<file path="src/rtl/sample_extend_pipe_if.sv">
// Handshake bundle between the capture side and the datapath side of sample_extend_pipe.
// Producer signals are prefixed in_, consumer signals out_.
interface sample_extend_pipe_if #(
    parameter int IN_WIDTH  = 16,
    parameter int OUT_WIDTH = 32,
    parameter int CNT_WIDTH = 16
);
    logic [IN_WIDTH-1:0]  in_data;
    logic [1:0]           in_mode;
    logic                 in_valid;
    logic                 in_ready;
    logic [OUT_WIDTH-1:0] out_data;
    logic                 out_valid;
    logic                 out_ready;
    logic [CNT_WIDTH-1:0] sample_count;

    modport master (
        output in_data, in_mode, in_valid, out_ready,
        input  in_ready, out_data, out_valid, sample_count
    );

    modport slave (
        input  in_data, in_mode, in_valid, out_ready,
        output in_ready, out_data, out_valid, sample_count
    );
endinterface

</file>
<file path="src/rtl/sample_extend_pipe.sv">
// Width converter with per-sample extension mode, buffered in a 2-entry head/skid FIFO,
// plus a wrapping count of delivered words.
module sample_extend_pipe #(
    parameter int IN_WIDTH  = 16,
    parameter int OUT_WIDTH = 32,
    parameter int CNT_WIDTH = 16
) (
    input  logic               clk,
    input  logic               reset,
    sample_extend_pipe_if.slave bus
);
    localparam int E = OUT_WIDTH - IN_WIDTH;

    // Mode 00 zero, 01 sign, 10 offset-binary (MSB flip then sign), 11 left-justify.
    function automatic logic [OUT_WIDTH-1:0] extend(
        input logic [IN_WIDTH-1:0] d,
        input logic [1:0]          mode
    );
        logic signed [IN_WIDTH-1:0] s;
        logic [OUT_WIDTH-1:0]       r;
        s = $signed(d);
        r = OUT_WIDTH'(d);
        case (mode)
            2'b00: r = OUT_WIDTH'(d);
            2'b01: r = OUT_WIDTH'(s);
            2'b10: begin
                s[IN_WIDTH-1] = ~s[IN_WIDTH-1];
                r = OUT_WIDTH'(s);
            end
            default: r = OUT_WIDTH'(d) << E;
        endcase
        return r;
    endfunction

    logic [1:0]           count;
    logic [OUT_WIDTH-1:0] head_p0;
    logic [OUT_WIDTH-1:0] skid_p1;
    logic [CNT_WIDTH-1:0] sample_count;
    logic                 vld_p0;
    logic                 push;
    logic                 pop;
    logic [OUT_WIDTH-1:0] conv_word;

    assign vld_p0    = (count != 2'd0);
    assign conv_word = extend(bus.in_data, bus.in_mode);
    assign push      = bus.in_valid && bus.in_ready;
    assign pop       = vld_p0 && bus.out_ready;

    // Ready depends only on registered occupancy so there is no path from out_ready.
    assign bus.in_ready     = (count != 2'd2) && !reset;
    assign bus.out_valid    = vld_p0;
    assign bus.out_data     = head_p0;
    assign bus.sample_count = sample_count;

    always_ff @(posedge clk) begin
        if (reset) begin
            count        <= 2'd0;
            head_p0      <= '0;
            skid_p1      <= '0;
            sample_count <= '0;
        end else begin
            case ({push, pop})
                2'b10: begin
                    if (count == 2'd0) begin
                        head_p0 <= conv_word;
                    end else begin
                        skid_p1 <= conv_word;
                    end
                    count <= count + 2'd1;
                end
                2'b01: begin
                    if (count == 2'd2) begin
                        head_p0 <= skid_p1;
                    end
                    count <= count - 2'd1;
                end
                // Both at once only happens at count 1: the new word becomes the head.
                2'b11: head_p0 <= conv_word;
                default: ;
            endcase
            if (pop) begin
                sample_count <= sample_count + 1'b1;
            end
        end
    end
endmodule

</file>
<file path="src/flat_wrapper.sv">
// flat-port wrapper written by rule: the top's interface ports become plain ports
module sample_extend_pipe_flat 
#(
    parameter int IN_WIDTH  = 16,
    parameter int OUT_WIDTH = 32,
    parameter int CNT_WIDTH = 16
)
  (clk, reset, bus_in_data, bus_in_mode, bus_in_valid, bus_out_ready, bus_in_ready, bus_out_data, bus_out_valid, bus_sample_count);
  sample_extend_pipe_if #(.IN_WIDTH(IN_WIDTH), .OUT_WIDTH(OUT_WIDTH), .CNT_WIDTH(CNT_WIDTH)) bus_i ();
  input  logic clk;
  input  logic reset;
  input wire logic [$bits(bus_i.in_data)-1:0] bus_in_data;
  input wire logic [$bits(bus_i.in_mode)-1:0] bus_in_mode;
  input wire logic [$bits(bus_i.in_valid)-1:0] bus_in_valid;
  input wire logic [$bits(bus_i.out_ready)-1:0] bus_out_ready;
  output wire logic [$bits(bus_i.in_ready)-1:0] bus_in_ready;
  output wire logic [$bits(bus_i.out_data)-1:0] bus_out_data;
  output wire logic [$bits(bus_i.out_valid)-1:0] bus_out_valid;
  output wire logic [$bits(bus_i.sample_count)-1:0] bus_sample_count;
  assign bus_i.in_data = bus_in_data;
  assign bus_i.in_mode = bus_in_mode;
  assign bus_i.in_valid = bus_in_valid;
  assign bus_i.out_ready = bus_out_ready;
  assign bus_in_ready = bus_i.in_ready;
  assign bus_out_data = bus_i.out_data;
  assign bus_out_valid = bus_i.out_valid;
  assign bus_sample_count = bus_i.sample_count;
  sample_extend_pipe #(.IN_WIDTH(IN_WIDTH), .OUT_WIDTH(OUT_WIDTH), .CNT_WIDTH(CNT_WIDTH)) u_core (.clk(clk), .reset(reset), .bus(bus_i));
endmodule
</file>
<file path="config.mk">
export PLATFORM = sky130hd
export DESIGN_NAME = sample_extend_pipe_flat
export DESIGN_NICKNAME = d
export VERILOG_FILES = /design/src/rtl/sample_extend_pipe_if.sv /design/src/rtl/sample_extend_pipe.sv /design/src/flat_wrapper.sv
export SDC_FILE = /design/constraint.sdc
export NUM_CORES = 1
export LEC_CHECK = 0
export ABC_AREA = 1
export CAP_MARGIN = 20
export CORE_MARGIN = 1
export CORE_UTILIZATION = 60
export CTS_CLUSTER_DIAMETER = 60
export DETAILED_ROUTE_END_ITERATION = 7
export DONT_BUFFER_PORTS = 1
export HOLD_SLACK_MARGIN = 0.08
export MAX_ROUTING_LAYER = met4
export PLACE_DENSITY_LB_ADDON = 0.1
export SYNTH_ARGS = -nofsm -noshare
export SYNTH_HDL_FRONTEND = slang
export SYNTH_SLANG_ARGS = --single-unit
</file>
<file path="constraint.sdc">
create_clock -name clk -period 2.2 [get_ports clk]
set_input_delay 0.33 -clock clk [delete_from_list [all_inputs] [get_ports clk]]
set_output_delay 0.33 -clock clk [all_outputs]
set_load 0.02 [all_outputs]
</file>
== Word-level counts from Yosys, hierarchy flattened ==
Index checks and enable logic that the tools add are counted.

* Add/sub/neg operators: 3
* Equal/unequal tests: 9
* Multiplexer cells: 5
* Bitwise operators: 2
* Reduce and logical (&&, ||, !) cells: 11

{| class="wikitable"
|+ Operators with widths
! cell !! number
|-
| one-hot mux 32 bit (3 select lines) || 2
|-
| two-way mux 32 bit || 2
|-
| adder 16 x 1 -> 16 bit (second input constant) || 1
|-
| == test 2 bit (second input constant) || 4
|-
| == test 2 x 1 -> 1 bit (second input constant) || 2
|-
| zero test 2 bit || 2
|-
| inequality test 2 x 1 -> 1 bit (second input constant) || 2
|-
| one-hot mux 2 bit (2 select lines) || 1
|-
| nonzero test 2 bit || 2
|-
| logical AND 1 bit || 3
|-
| AND reduction 3 bit || 1
|-
| nonzero test 3 bit || 1
|-
| adder 2 x 1 -> 2 bit (second input constant) || 1
|-
| inequality test 2 bit (second input constant) || 1
|-
| NOT 1 bit || 2
|-
| AND reduction 2 bit || 1
|-
| subtractor 2 x 1 -> 2 bit (second input constant) || 1
|-
| zero test 1 bit || 1
|}

* Register bits: 82
* Output and inout port bits: 50
* Logic and storage cells: 34

== Logic depth before layout (Yosys ltp) ==
Gate-level depths: netlist (run 1).

* Depth after elaboration: 6
* Mapped depth: 13

== Worst setup path after synthesis (run 1) ==
No wires, ideal clock.

* Path type: input-to-reg
* Start point: in reset
* End point: reg u_core.head_p0[1], in the netlist u_core.bus.out_data[1]
* Setup time: 70 ps
* Data arrival time: 2,156 ps
* Data required time: 2,130 ps
* Slack: -26 ps
* Cell stages on the path: 11
* Path through: clkbuf_1 > a21oi_1 > nand2_1 > ha_1 > buf_2 > inv_1 > clkbuf_1 > nand3_1 > nand2_1 > nand3_1 > a21oi_1

* Longest elaborated chain between the ends: 6
* Elaborated cells between the ends (all ways): 11
* Classes of those cells: eq/ne (5); mux (1); reduce/logical (5)

{| class="wikitable"
|+ RTL lines
! element !! line !! text
|-
| start, declared || flat_wrapper.sv:11 || <nowiki>input logic reset;</nowiki>
|-
| zero test 1 bit (*) || sample_extend_pipe.sv:50 || <nowiki>assign bus.in_ready = (count != 2'd2) && !reset;</nowiki>
|-
| logical AND 1 bit (*) || sample_extend_pipe.sv:50 ||
|-
| named net bus_in_ready || flat_wrapper.sv:16 || <nowiki>output wire logic [$bits(bus_i.in_ready)-1:0] bus_in_ready;</nowiki>
|-
| logical AND 1 bit (*) || sample_extend_pipe.sv:46 || <nowiki>assign push = bus.in_valid && bus.in_ready;</nowiki>
|-
| == test 2 x 1 -> 1 bit / == test 2 bit (equally long branches) || sample_extend_pipe.sv:62 || <nowiki>case ({push, pop})</nowiki>
|-
| inequality test 2 x 1 -> 1 bit (no line) / nonzero test 3 bit (equally long branches) || -- ||
|-
| AND reduction 3 bit (no line) || -- ||
|-
| end signal, assigned || sample_extend_pipe.sv:65 || <nowiki>head_p0 <= conv_word;</nowiki>
|-
| end signal, assigned || sample_extend_pipe.sv:73 || <nowiki>head_p0 <= skid_p1;</nowiki>
|-
| end signal, assigned || sample_extend_pipe.sv:78 || <nowiki>2'b11: head_p0 <= conv_word;</nowiki>
|-
| end, declared || sample_extend_pipe.sv:36 || <nowiki>logic [OUT_WIDTH-1:0] head_p0;</nowiki>
|}

The timed path passes the listed nets; every way through them passes the cells marked *.
A chain may end at the register's enable or synchronous reset.

== Worst setup path in the final report (run 1) ==
* Start point: reg u_core.count[0]
* End point: reg u_core.skid_p1[0]

* Longest elaborated chain between the ends: 5
* Elaborated cells between the ends (all ways): 9
* Classes of those cells: eq/ne (2); bitwise (1); reduce/logical (6)

{| class="wikitable"
|+ RTL lines
! element !! line !! text
|-
| start, declared || sample_extend_pipe.sv:35 || <nowiki>logic [1:0] count;</nowiki>
|-
| start signal, assigned || sample_extend_pipe.sv:69 || <nowiki>count <= count + 2'd1;</nowiki>
|-
| start signal, assigned || sample_extend_pipe.sv:75 || <nowiki>count <= count - 2'd1;</nowiki>
|-
| inequality test 2 bit || sample_extend_pipe.sv:50 ||
|-
| logical AND 1 bit || sample_extend_pipe.sv:50 ||
|-
| logical AND 1 bit || sample_extend_pipe.sv:46 ||
|-
| == test 2 bit || sample_extend_pipe.sv:62 ||
|-
| AND reduction 2 bit (no line) (*) || -- ||
|-
| end signal, assigned || sample_extend_pipe.sv:67 || <nowiki>skid_p1 <= conv_word;</nowiki>
|-
| end, declared || sample_extend_pipe.sv:37 || <nowiki>logic [OUT_WIDTH-1:0] skid_p1;</nowiki>
|}

Every way passes the cells marked *; elsewhere a longest branch is shown, timed or not.

==> results of run 1 <==
==> final cells by class <==
cell class / instances / area share (%)
clock buffers: 12 / 3.52
clock inverters: 3 / 0.972
inverters: 42 / 3.83
multi-input cells: 413 / 45.5
flip-flops and latches: 82 / 39.9
well taps: 75 / 2.28
repair buffers: 20 / 4.01
==> layout by cell type (no fill, tap or decap), types with 2 or more instances in the layout <==
| cell type | netlist | final |
|---|---|---|
| a21oi_1 | 78 | 77 |
| buf_4 | 0 | 18 |
| clkbuf_1 | 22 | 2 |
| clkbuf_8 | 0 | 10 |
| clkinv_2 | 0 | 2 |
| dfxtp_1 | 82 | 81 |
| ha_1 | 4 | 4 |
| inv_1 | 41 | 41 |
| nand2_1 | 141 | 141 |
| nand3_1 | 54 | 54 |
| nor2_1 | 75 | 75 |
| nor2_2 | 2 | 2 |
| nor2_4 | 2 | 2 |
| nor3_1 | 5 | 5 |
| o21ai_0 | 43 | 43 |
| o21ai_2 | 2 | 2 |
| or2_2 | 2 | 2 |
| xor2_1 | 2 | 2 |
==> final timing paths <==
check / start / endpoint / slack, ns
setup / recovery: u_core.count[0]$_SDFFE_PP0P_ / u_core.skid_p1[0]$_SDFFE_PP0P_ / 0.25
hold reg to reg: u_core.skid_p1[20]$_SDFFE_PP0P_ / u_core.bus.out_data[20]$_SDFFE_PP0P_ / 0.53
setup reg to reg: u_core.count[0]$_SDFFE_PP0P_ / u_core.skid_p1[0]$_SDFFE_PP0P_ / 0.25
hold / removal: bus_in_data[10] / u_core.skid_p1[10]$_SDFFE_PP0P_ / 0.13
==> power by group <==
| part | internal [mW] | leakage [nW] | switching [mW] | total (mW) |
|---|---|---|---|---|
| Sequential | 1.65 | 0.668 | 0.222 | 1.87 |
| Combinational | 0.265 | 1.04 | 0.486 | 0.751 |
| Clock | 0.547 | 0.0962 | 0.519 | 1.07 |
==> timing repair <==
action                                  4_1_cts  5_1_grt
setup buffers                                 0        4
resized for setup                             0        1
endpoints found under the setup margin        0       51
hold endpoints to repair                     17        0
hold buffers                                  1        0
==> cell families (layout without fill, tap and decap cells) <==
family | after synthesis | after routing | synth area share [%]
AO/OA/AOI/OAI | 124 | 124 | 16.5
XOR/XNOR | 2 | 2 | 0.459
adder cells (fa/ha/maj) | 4 | 4 | 1.31
buffers and inverters | 76 | 77 | 8.09
flip-flops | 82 | 82 | 43.0
AND/OR/NAND/NOR | 283 | 283 | 30.7
==> per-stage QoR <==
step           std cells  total power, mW  area [sq um]  hold slack (ns)
6_report             647             3.69          4120            0.129
3_5_place_dp         627             2.62          3890            0.404
4_1_cts              643             3.67          4090            0.124
2_1_floorplan        571             2.47          3820            0.471
3_3_place_gp         627             2.59          3890            0.403
5_1_grt              647             3.89          4120            0.123
==> state kept, by name (all words and copies together) (netlist names) <==
| name | cells |
|---|---|
| u_core.bus.out_data | 32 |
| u_core.bus.sample_count | 16 |
| u_core.count | 2 |
| u_core.skid_p1 | 32 |
==> critical path, cell delays in order, from the launching register on <==
cell and delay (ns):
dfxtp_2 0.40, inv_1 0.10, a21oi_2 0.15, nand2_1 0.10, inv_1 0.07, ha_1 0.14, inv_1 0.07, nor2_4 0.14
buf_4 0.17, inv_1 0.04, buf_4 0.23, a21oi_1 0.16, nor2_1 0.05
==> metal layers <==
metal	global-route usage (%)	up-vias	share of wire [%]	wire, microns
met5	-	-	0	0
met2	45.1	118	46	4150
met3	8.00	19	7.2	656
li1	-	1826	-	-
met1	37.2	1585	45	4090
met4	12.1	0	2.2	198
==> flow_summary.yaml, run 1 <==
run_status:
  status: "complete, no violations"
grt:
  grt_pass1_vias: 3129
  grtUsageTotal_pct: 29.7
  grt_start_max_net_pins: 38
  antenna_found_initial: 0
  grt_overflow: 0
  grt_pass1_wl_microns: 14700
placed_design:
  hpwl_microns: 6030
  gp_congestion: 0.848
  dp_worst_setup_slack_ns: 0.0976
  io_buffers: 0
floorplanning:
  core_area_sq_um: 6030
  die-height_microns: 81.8
  die_x_microns: 81.8
  io_pins: 72
  die-area_sq_um: 6690
  start_util_pct: 63.4
  fp-row-count: 28
route:
  antenna_left: 0
  firstDrtPassIters: 5
  dr.first_iter.drc_count: 234
  totalWireLength_microns: 9100
  routedWlPerCell_microns: 14.1
  vias: 3548
  drc: 0
  drt-vias-per-instance: 5.48
logic_synthesis:
  synth_edf_count: 0
  yosysTopAreaCell: "dfxtp_1"
  seq_area_frac_synth_pct: 43.0
  synth_nets: 597
  synth_area_leaders: "dfxtp_1 43%, nand2_1 14%, a21oi_1 10%, nor2_1 7.4%, nand3_1 7.1%"
  synth_most_common_cell: "nand2_1"
  yosys-top-cells-count: "141 x nand2_1, 82 x dfxtp_1, 78 x a21oi_1"
  synthArstFlopShare_pct: 0
  synth_warnings: 0
  ys_types: 22
  yosysTopAreaCellShare_pct: 43.0
  syn_inst: 571
  ys_seq_elements: 82
  syn_area_sq_um: 3820
  ys.flop_type: "dfxtp_1"
  avgSynthCellArea_sq_um: 6.69
cts:
  path_clk_slew_ns: 0.08
  clock-sinks: 82
  clk-insertion-delay-late_ns: 0.35
  h-tree-depth: 3
  cts_buffer_depth: 2
  numCtsBuffers: 9
  cts_tree: "yes"
  cts-root-buf: "clkbuf_8"
timing:
  drv_slew: 0
  setup_viol: 0
  hold_viol: 0
  tns_ns: 0
  grt_setup_unrepaired: "no"
  fin_crit_ns: 1.95
  period_share_pct: 88.7
  tightest_slew_ns: 0.636
  fmax_ghz: 0.512
  maxSlewHeadroom_pct: 57.5
  skew_ns: 0.00555
  worst_slack_ns: 0.248
cells_and_area:
  n_fill_cell: 547
  syn_to_final_growth_pct: 7.80
  register_area_sq_um: 1640
  post-route-util_pct: 68.3
  n_antenna_cell: 0
  multi_input_area_sq_um: 1870
  drive_gt1_share_pct: 7.52
  finalNetCount: 594
critical_path:
  cp_max_fo: 30
  worst-setup-path-type: "reg -> reg"
  ff2ff_path_depth: 12
  crit_arrival_ns: 2.19
  required_ns: 2.44
  worstSetupEndpointType: "flop"
  cp-start-kind: "flop"
power_and_ir_drop:
  peakVddDrop_v: 0.000575
  power_density_nw_per_um2: 895
  leakagePower_nw: 1.80
hold_path:
  hold_depth: 2
  hp-class: "in -> reg"
flow_run:
  max-cap-violations: 0
(Power assumes the default switching activity.)
==> inputs of run 2 (changes only) <==
Settings changed: CTS_CLUSTER_DIAMETER 60 to 200.
==> results of run 2 <==
The final DEF is identical to that of run 1; final timing and power are the same.
==> inputs of run 3 (changes only) <==
Settings changed: CTS_BUF_LIST set to sky130_fd_sc_hd__clkbuf_16, SLEW_MARGIN set to 20.
Clock period 2.2 ns to 2.5 ns, I/O delays scaled along.
==> run 3 against run 2 <==
  * Wire length is 6.6% higher
  * Register-to-register slack lost 0.05 ns
  * Setup slack got worse by 0.052 ns
  * Combinational power fell by 14%
  * Critical path type unchanged
==> flow_summary.yaml, run 3 (synthesized netlist as in run 1, its figures left out) <==
run_status:
  status: "complete, no violations"
grt:
  use_met2_pct: 48.8
  busiest_layer: "met2"
  grt_start_max_net_pins: 50
  antenna_found_initial: 0
  use_met3_pct: 6.44
  grt_pass1_wl_microns: 15500
  grtUsageTotal_pct: 31.6
  grt_overflow: 0
  use_met1_pct: 39.4
  grt_pass1_vias: 3266
power_and_ir_drop:
  leakagePower_nw: 1.82
  power_density_nw_per_um2: 893
  peakVddDrop_v: 0.000606
timing:
  fin_crit_ns: 2.30
  skew_ns: 0.00722
  setup_viol: 0
  fmax_ghz: 0.434
  maxSlewHeadroom_pct: 47.5
  tns_ns: 0
  grt_setup_unrepaired: "yes"
  drv_slew: 0
  hold_viol: 0
  tightest_slew_ns: 0.788
  period_share_pct: 92.2
critical_path:
  required_ns: 2.71
  cp_max_fo: 15
  worstSetupEndpointType: "flop"
  crit_arrival_ns: 2.52
  worst-setup-path-type: "reg -> reg"
  cp-start-kind: "flop"
hold_path:
  hp-class: "in -> reg"
route:
  routedWlPerCell_microns: 15.2
  dr.first_iter.drc_count: 308
  drt-vias-per-instance: 5.68
  antenna_left: 0
  totalWireLength_microns: 9700
  drc: 0
  firstDrtPassIters: 5
  vias: 3619
flow_run:
  max-cap-violations: 0
cells_and_area:
  final_common_cell: "nand2_1"
  finalNetCount: 585
  n_fill_cell: 535
  layout_common_cells: "141 x nand2_1, 82 x dfxtp_1, 78 x a21oi_1"
  n_antenna_cell: 0
  syn_to_final_growth_pct: 9.76
  drive_gt1_share_pct: 5.87
  stdcell_area_sq_um: 4190
cts:
  h-tree-depth: 3
  cts-root-buf: "clkbuf_16"
  cts_buffer_depth: 2
  clock-sinks: 82
  postCtsHoldBufs: 0
  path_clk_slew_ns: 0.06
  clk-insertion-delay-late_ns: 0.33
  numCtsBuffers: 9
  cts_tree: "yes"
floorplanning:
  io_pins: 72
  core_area_sq_um: 6030
  die_x_microns: 81.8
  die-height_microns: 81.8
  start_util_pct: 63.4
  fp-row-count: 28
  die-area_sq_um: 6690
placed_design:
  hpwl_microns: 6360
  gp_congestion: 0.905
  io_buffers: 0
  place_area_sq_um: 3840
-- run 3: final timing paths --
| check | endpoint | cells past startpoint | slack, ns | startpoint |
|---|---|---|---|---|
| min | u_core.bus.out_data[7]$_SDFFE_PP0P_ | 1 | 0.11 | reset |
| min reg2reg | u_core.bus.out_data[25]$_SDFFE_PP0P_ | 2 | 0.53 | u_core.skid_p1[25]$_SDFFE_PP0P_ |
| max reg2reg | u_core.skid_p1[7]$_SDFFE_PP0P_ | 10 | 0.20 | u_core.count[0]$_SDFFE_PP0P_ |
| max | u_core.skid_p1[7]$_SDFFE_PP0P_ | 10 | 0.20 | u_core.count[0]$_SDFFE_PP0P_ |
-- run 3: report_power, final --
part           switching, mW  leakage (nW)  internal [mW]  total, mW
Sequential             0.197         0.668           1.45       1.65
Combinational          0.435         0.987          0.209      0.644
Clock                  0.495         0.164          0.957       1.45
Total                   1.13          1.82           2.62       3.74
-- run 3: per-stage QoR --
step	power, mW	hold WS (ns)	worst slack [ns]	utilization [%]	std cells
final	3.74	0.110	0.196	69.6	637
after global routing	3.92	0.0997	-0.0188	69.6	637
after CTS	3.73	0.103	0.119	69.1	635
after detailed placement	2.29	0.448	0.178	63.8	621
after global placement	2.26	0.448	0.382	63.8	621
after floorplan	2.17	0.487	0.229	-	571
-- run 3: worst max-delay path, cell delays in order, from the launching register on --
cell and delay (ns):
dfxtp_1 0.47, inv_1 0.12, a21oi_1 0.22, nand2_1 0.15, inv_1 0.09, ha_1 0.14, inv_1 0.06, nor2_4 0.25
clkinvlp_4 0.37, a21oi_1 0.24, nor2_1 0.06
-- run 3: layout make-up --
| class | instances | area [sq um] | area share, % |
|---|---|---|---|
| sequential | 82 | 1640 | 39.2 |
| clock buffer | 9 | 225 | 5.37 |
| timing repair buffer | 10 | 87.6 | 2.09 |
| inverter | 42 | 161 | 3.85 |
| timing repair inverter | 1 | 7.51 | 0.179 |
| clock inverter | 5 | 97.6 | 2.33 |
| multi-input combinational | 413 | 1880 | 44.8 |
| tap | 75 | 93.8 | 2.24 |
-- run 3: timing repair --
item	CTS	global route
setup buffers	0	1
gates resized for setup	0	3
endpoints found under the setup margin	0	46
-- run 3: per-layer routing --
metal / wire length (microns) / vias up
met1: 4080 / 1627
met2: 4580 / 149
met3: 736 / 29
li1: - / 1814
met4: 296 / 0
met5: 0 / -
